<file path="config.mk">
export PLATFORM = sky130hd
export DESIGN_NAME = lut_neuron_bank
export DESIGN_NICKNAME = d
export VERILOG_FILES = /design/src/rtl/lut_neuron_bank.sv
export SDC_FILE = /design/constraint.sdc
export NUM_CORES = 1
export LEC_CHECK = 0
export BUFFER_PORTS_ARGS = -buffer_cell sky130_fd_sc_hd__buf_2
export CAP_MARGIN = 20
export CELL_PAD_IN_SITES_DETAIL_PLACEMENT = 1
export CELL_PAD_IN_SITES_GLOBAL_PLACEMENT = 1
export CORE_AREA = 5 5 179 250
export CTS_CLUSTER_DIAMETER = 40
export DETAILED_ROUTE_END_ITERATION = 7
export DIE_AREA = 0 0 184 255
export GPL_TIMING_DRIVEN = 1
export PLACE_DENSITY_LB_ADDON = 0.1
export REMOVE_ABC_BUFFERS = 1
export SLEW_MARGIN = 0
export SYNTH_ARGS = -nofsm -noshare
export SYNTH_HDL_FRONTEND = slang
export SYNTH_SLANG_ARGS = --single-unit
</file>
<file path="constraint.sdc">
create_clock -name clk -period 2.4 [get_ports clk]
set_input_delay 0.12 -clock clk [delete_from_list [all_inputs] [get_ports clk]]
set_output_delay 0.12 -clock clk [all_outputs]
set_load 0.03 [all_outputs]
</file>
<file path="src/rtl/lut_neuron_bank.sv">
// Runtime-programmable bank of truth-table neurons with a two-stage valid/ready pipeline.
// Tables are written over the config port and are deliberately left out of reset.
module lut_neuron_bank #(
  parameter int NUM_NEURONS = 4,
  parameter int FANIN       = 6,
  parameter int OUT_BITS    = 1,
  parameter int NIDX_W      = (NUM_NEURONS > 1) ? $clog2(NUM_NEURONS) : 1
) (
  input  logic                            clk,
  input  logic                            rst_n,
  input  logic                            in_valid,
  output logic                            in_ready,
  input  logic [NUM_NEURONS*FANIN-1:0]    in_data,
  output logic                            out_valid,
  input  logic                            out_ready,
  output logic [NUM_NEURONS*OUT_BITS-1:0] out_data,
  input  logic                            cfg_we,
  input  logic [NIDX_W-1:0]               cfg_neuron,
  input  logic [FANIN-1:0]                cfg_addr,
  input  logic [OUT_BITS-1:0]             cfg_data,
  output logic                            cfg_ready,
  output logic                            cfg_err
);

  localparam int DEPTH  = 2 ** FANIN;
  localparam int TIDX_W = (NUM_NEURONS > 1) ? $clog2(NUM_NEURONS) : 1;

  logic [OUT_BITS-1:0]             tables [NUM_NEURONS][DEPTH];
  logic                            s1_valid;
  logic                            s2_valid;
  logic [NUM_NEURONS*FANIN-1:0]    s1_data;
  logic [NUM_NEURONS*OUT_BITS-1:0] s2_data;
  logic [NUM_NEURONS*OUT_BITS-1:0] lookup;
  logic                            stall;
  logic                            in_fire;
  logic                            idx_ok;
  logic                            cfg_commit;
  logic [TIDX_W-1:0]               wr_idx;

  // Stall looks at S2 only, so an empty S1 can still fill behind a stalled output.
  assign stall      = s2_valid && !out_ready;
  assign in_ready   = !cfg_we && (!s1_valid || !stall);
  assign in_fire    = in_valid && in_ready;

  assign cfg_ready  = !s1_valid && !s2_valid && !in_valid;
  assign idx_ok     = int'(cfg_neuron) < NUM_NEURONS;
  assign cfg_commit = cfg_we && cfg_ready && idx_ok;
  assign wr_idx     = cfg_neuron[TIDX_W-1:0];

  assign out_valid  = s2_valid;
  assign out_data   = s2_data;

  always_comb begin
    lookup = '0;
    for (int n = 0; n < NUM_NEURONS; n++) begin
      lookup[n*OUT_BITS +: OUT_BITS] = tables[n][s1_data[n*FANIN +: FANIN]];
    end
  end

  always_ff @(posedge clk) begin
    if (!rst_n) begin
      s1_valid <= 1'b0;
      s2_valid <= 1'b0;
      s2_data  <= '0;
      cfg_err  <= 1'b0;
    end else begin
      if (in_fire) begin
        s1_valid <= 1'b1;
      end else if (!stall) begin
        s1_valid <= 1'b0;
      end
      if (!stall) begin
        s2_valid <= s1_valid;
        if (s1_valid) begin
          s2_data <= lookup;
        end
      end
      cfg_err <= cfg_we && !cfg_commit;
    end
  end

  always_ff @(posedge clk) begin
    if (in_fire) begin
      s1_data <= in_data;
    end
  end

  // Single write port, one combinational read port per neuron (distributed RAM).
  always_ff @(posedge clk) begin
    if (cfg_commit) begin
      tables[wr_idx][cfg_addr] <= cfg_data;
    end
  end

endmodule

</file>
# == Word level (Yosys, flattened, before mapping) ==
# Memory sizes are Yosys's and may differ from the RTL's.
# Cells that the tools add are included.
# word_totals
wordCells,54
rom_bits,0
latch_bits,0
n_memories,1
out_inout_bits,8
ramBits,256
register_bits,31
in_bits,38
# mem_list
name,words,width,read_ports,rd_clocked_by_memory_dff,write_ports,line,rtl
tables,4,64,4,0,1,28,logic [OUT_BITS-1:0] tables [NUM_NEURONS][DEPTH];
# op_classes
n_mux,18
n_reduce_logical,17
shift,0
n_eq_ne,1
bitwise,6
multipliers,0
order_cmp,6
addsub,0
div_mod_pow,0
# ops
cell,count
2-to-1 mux 64 bit,1
>= comparator 7 bit (second input constant),5
inverter 6 -> 7 bit,5
binary-select mux 1 bit (select 6 bit),4
2-to-1 mux 1 bit,12
logical AND 1 bit,8
zero test 1 bit,7
less-than comparator 7 x 1 -> 1 bit (second input constant),1
demux 1 bit (select 6 bit),1
inequality test 2 x 1 -> 1 bit (second input constant),1
AND reduction 2 bit,1
logical OR 1 bit,1
inverter 1 bit,1

# == Longest topological paths before layout ==
# logic_depth
ltp_word,7
mapped_depth,7
ltp_nobuf,5

# == Worst setup path after synthesis ==
# No wires, ideal clock.
# synth_timing
path_type,flip-flop to flip-flop
from,"register s2_valid, in the netlist out_valid"
to,memory tables[0][25] (netlist name) (enable)
stages_incl_launch_ff,7
n_path_buf,1
arrival_time_ns,2.077
path_slack_ns,0.022
synth_period_minus_slack_ns,2.378
required_ns,2.099
setup_ns,0.301
path_cell_list,dfxtp_1 -> nor3_1 -> nand2_1 -> nor2_1 -> nand3_1 -> clkbuf_1 -> nor2_1
# synth_between
elab_chain_cells,6
# synth_lines
item,line,rtl
start: declaration,30,logic s2_valid;
start signal: assignment,73,s2_valid <= s1_valid;
zero test 1 bit,45,assign cfg_ready = !s1_valid && !s2_valid && !in_valid;
logical AND 1 bit (2 in series),45,
named net cfg_ready,21,"output logic cfg_ready,"
logical AND 1 bit,47,assign cfg_commit = cfg_we && cfg_ready && idx_ok;
2-to-1 mux 1 bit,90,if (cfg_commit) begin
2-to-1 mux 64 bit (not written as such),91,tables[wr_idx][cfg_addr] <= cfg_data;
end: declaration,28,
# The timed path passes the listed nets, and every way through them passes these cells.

# == Final worst setup path ==
# layout_timing
from,register s1_data[6]
to,"register s2_data[1], in the netlist out_data[1]"
# layout_between
elab_chain_cells,4
# layout_lines
item,line,rtl
start: declaration,31,logic [NUM_NEURONS*FANIN-1:0] s1_data;
start signal: assignment,84,s1_data <= in_data;
inverter 6 -> 7 bit (not written as such),56,lookup[n*OUT_BITS +: OUT_BITS] = tables[n][s1_data[n*FANIN +: FANIN]];
binary-select mux 1 bit (select 6 bit),56,
2-to-1 mux 1 bit (not written as such) (2 in series),56,
end signal: assignment,75,s2_data <= lookup;
end: declaration,32,logic [NUM_NEURONS*OUT_BITS-1:0] s2_data;
# No other way between the ends. The select of a mux whose other input is x is not followed.
# A chain may end at the register's enable or synchronous reset.

==> summary.txt <==
Synthesis
  • Mapped cell area: 12,450 sq um
  • Synth cell types: 31
  • FF+latch count, synth: 287
  • Post-synth top area share: 67.52%
  • Synthesized area per cell: 13.91 sq um
  • Area contributors post-synth: edfxtp_1 (68%), nor2_1 (8.1%), mux2i_1 (5.5%)
  • EDFF count, synth: 280
  • Ys flop type: edfxtp_1
  • Seq/Total Area, Yosys: 68.65%
  • Area leader, netlist: edfxtp_1
  • Post-Syn Instances: 895
  • Yosys warns: 0
  • Post-synth ARST share: 0%

Timing
  • Hold Violations, Final: 0
  • Final Worst Setup Slack: 0.2782 ns
  • Fin crit share: 88.41%
  • Hold slack: 0.05997 ns
  • Fin crit period: 2.122 ns
  • Worst Max-Slew Pin Slew: 0.6738 ns
  • RSZ-0062 raised after global routing: false
  • Final setup viols: 0
  • Fin. max-slew vios: 0
  • Max frequency: 471.3 MHz
  • Clk_skew: 0.01418 ns
  • Max_slew headroom: 55.08%

Detailed routing
  • Number of DRC markers in iteration 0: 398
  • Number of remaining DRC errors: 0
  • Post-Route WL: 34,460 um
  • DR WL/cell: 21.74 um
  • Antenna viol nets, final: 0
  • Vias per inst: 4.798
  • Via count: 7,605
  • TritonRoute pass-1 iters: 4

Critical path
  • Crit path DAT: 2.54 ns
  • CP Capture Type: flop
  • Required time worst endpoint: 2.81 ns
  • Worst setup path category: flop to flop
  • Critical Path Start Type: flop
  • Critical path peak fanout: 8
  • Critical path launch point: s1_data[6]
  • Reg2reg start: s1_data[6]

Clock tree
  • CTS clock-pin slew for the worst setup and hold paths: 0.05 ns
  • Bufs on Longest Clock Path: 3
  • Number of buffers created by CTS: 41
  • Clock latency on the worst-skew pair: 0.53 ns
  • Clock root buffer: clkbuf_16
  • H-tree depth: 2
  • CTS tree: done
  • Post-CTS setup buffers: 0
  • CTS Sinks: 287

Layout
  • Most common cell after layout, fill and taps aside: edfxtp_1
  • Layout cells sized above 1: 18.40%
  • Finished Core Util: 36.04%
  • Fin nets: 1,043
  • Area Growth Syn to Fin: 21.81%
  • Fillers: 4,412
  • Multi-input logic area: 3576 sq um
  • Most frequent cells in the layout: edfxtp_1 (280), nor2_1 (269), mux2i_1 (68), nand2_1 (55), buf_2 (44)
  • Sequential cell area: 8548 sq um

Run
  • Max_cap viols: 0

GRT
  • First-pass GRT wire length: 52,500 um
  • Gr usage total: 14.87%
  • Vias in the first global route: 8,417
  • Initial antenna violation count: 2
  • Aggregate global routing overflow: 0
  • Largest net degree at the start of global routing: 117

Die
  • I/O Pins: 46
  • Die Y: 255 um
  • Initial cell density of the core: 29.58%
  • Site Rows: 89
  • Die area: 46,920 sq um
  • Die span in x: 184 um
  • Core Area: 42,090 sq um

Place
  • Pre-CTS WS: 0.2835 ns
  • Final GP Congestion: 0.7334
  • PortBufs: 45
  • Hpwl dp: 20,650 um

Min path
  • Tightest Hold Check Type: input port to flop
  • Hold Path Origin: rst_n

Power and ir drop
  • Cell Pwr Density: 808.0 nW/um^2
  • VDD IR max: 0.0004814 V
  • Leakage power: 4.944 nW

Status
  • Outcome: complete, no violations
## cell families after synthesis
| logic type | Yosys count | synth area share [%] |
|---|---|---|
| simple gates | 395 | 13.28 |
| flops | 287 | 68.65 |
| mux | 108 | 12.58 |
| buf+inv | 62 | 2.713 |
| compound gates | 43 | 2.773 |
## worst max-delay path, stage by stage, from the launching register on
cell and delay (ns):
edfxtp_1 0.67, mux4_2 0.56, and4b_1 0.18, a311oi_1 0.27
o2111ai_1 0.16, o2111a_1 0.16
## worst paths after layout
check / endpoint / slack (ns) / cells after the start
worst max register to register: out_data[1] / 0.28 / 5
worst min register to register: out_valid / 0.59 / 1
worst min-delay path: out_valid / 0.06 / 2
worst max-delay path: out_data[1] / 0.28 / 5
## area by class of cell
cell class                 count  area share, %
clock buffer                  46          7.168
multi-input combinational    546          23.58
tap                          546          4.504
sequential                   287          56.36
inverter                       9         0.2227
timing repair buffer         120          6.063
antenna                        1        0.01650
clock inverter                30          2.095
## power breakdown
| group | internal [mW] | leakage, nW | total, mW | switching (mW) |
|---|---|---|---|---|
| Combinational | 0.206 | 1.69 | 0.517 | 0.311 |
| Clock | 3.84 | 0.674 | 6.17 | 2.33 |
| Sequential | 5.53 | 2.58 | 5.57 | 0.0433 |
## per-layer routing
metal	vias up	part of all wire, %	track usage, %	routed length, um
li1	3531	-	-	-
met1	3909	43	18.47	14950
met2	108	51	26.83	17730
met3	55	2.8	2.332	968
met4	2	2.3	4.143	792
met5	-	0.041	0	14
## Yosys cell counts (7+ instances only)
library cell / number
o2111ai_1: 8
nor2_1: 269
nand3_1: 22
nand2_1: 55
mux4_1: 8
dfxtp_1: 7
buf_6: 12
a22oi_1: 16
mux2i_1: 68
inv_1: 9
clkbuf_1: 33
edfxtp_1: 280
nor2b_1: 18
nand4_1: 12
mux4_2: 28
## through the flow
step	cell area [sq um]	instances	TNS, ns	total power, mW
global placement	13460	1478	0	6.166
detailed placement	13460	1478	0	6.171
CTS	15170	1584	0	12.46
finish	15170	1585	0	12.26
floorplan	12150	842	-52.11	5.886
global route	15170	1585	0	12.73
## sequential cells by signal, indices dropped and copies added (netlist names)
signal and flops:
cfg_err 1, out_data 4, out_valid 1, s1_data 24, s1_valid 1, tables 256
## repair_timing
item | CTS | global route
endpoints found under the hold margin | 67 | 0
resized for setup | 0 | 0
hold buffers | 30 | 0
No activity file was read; power rests on OpenSTA's default activity.
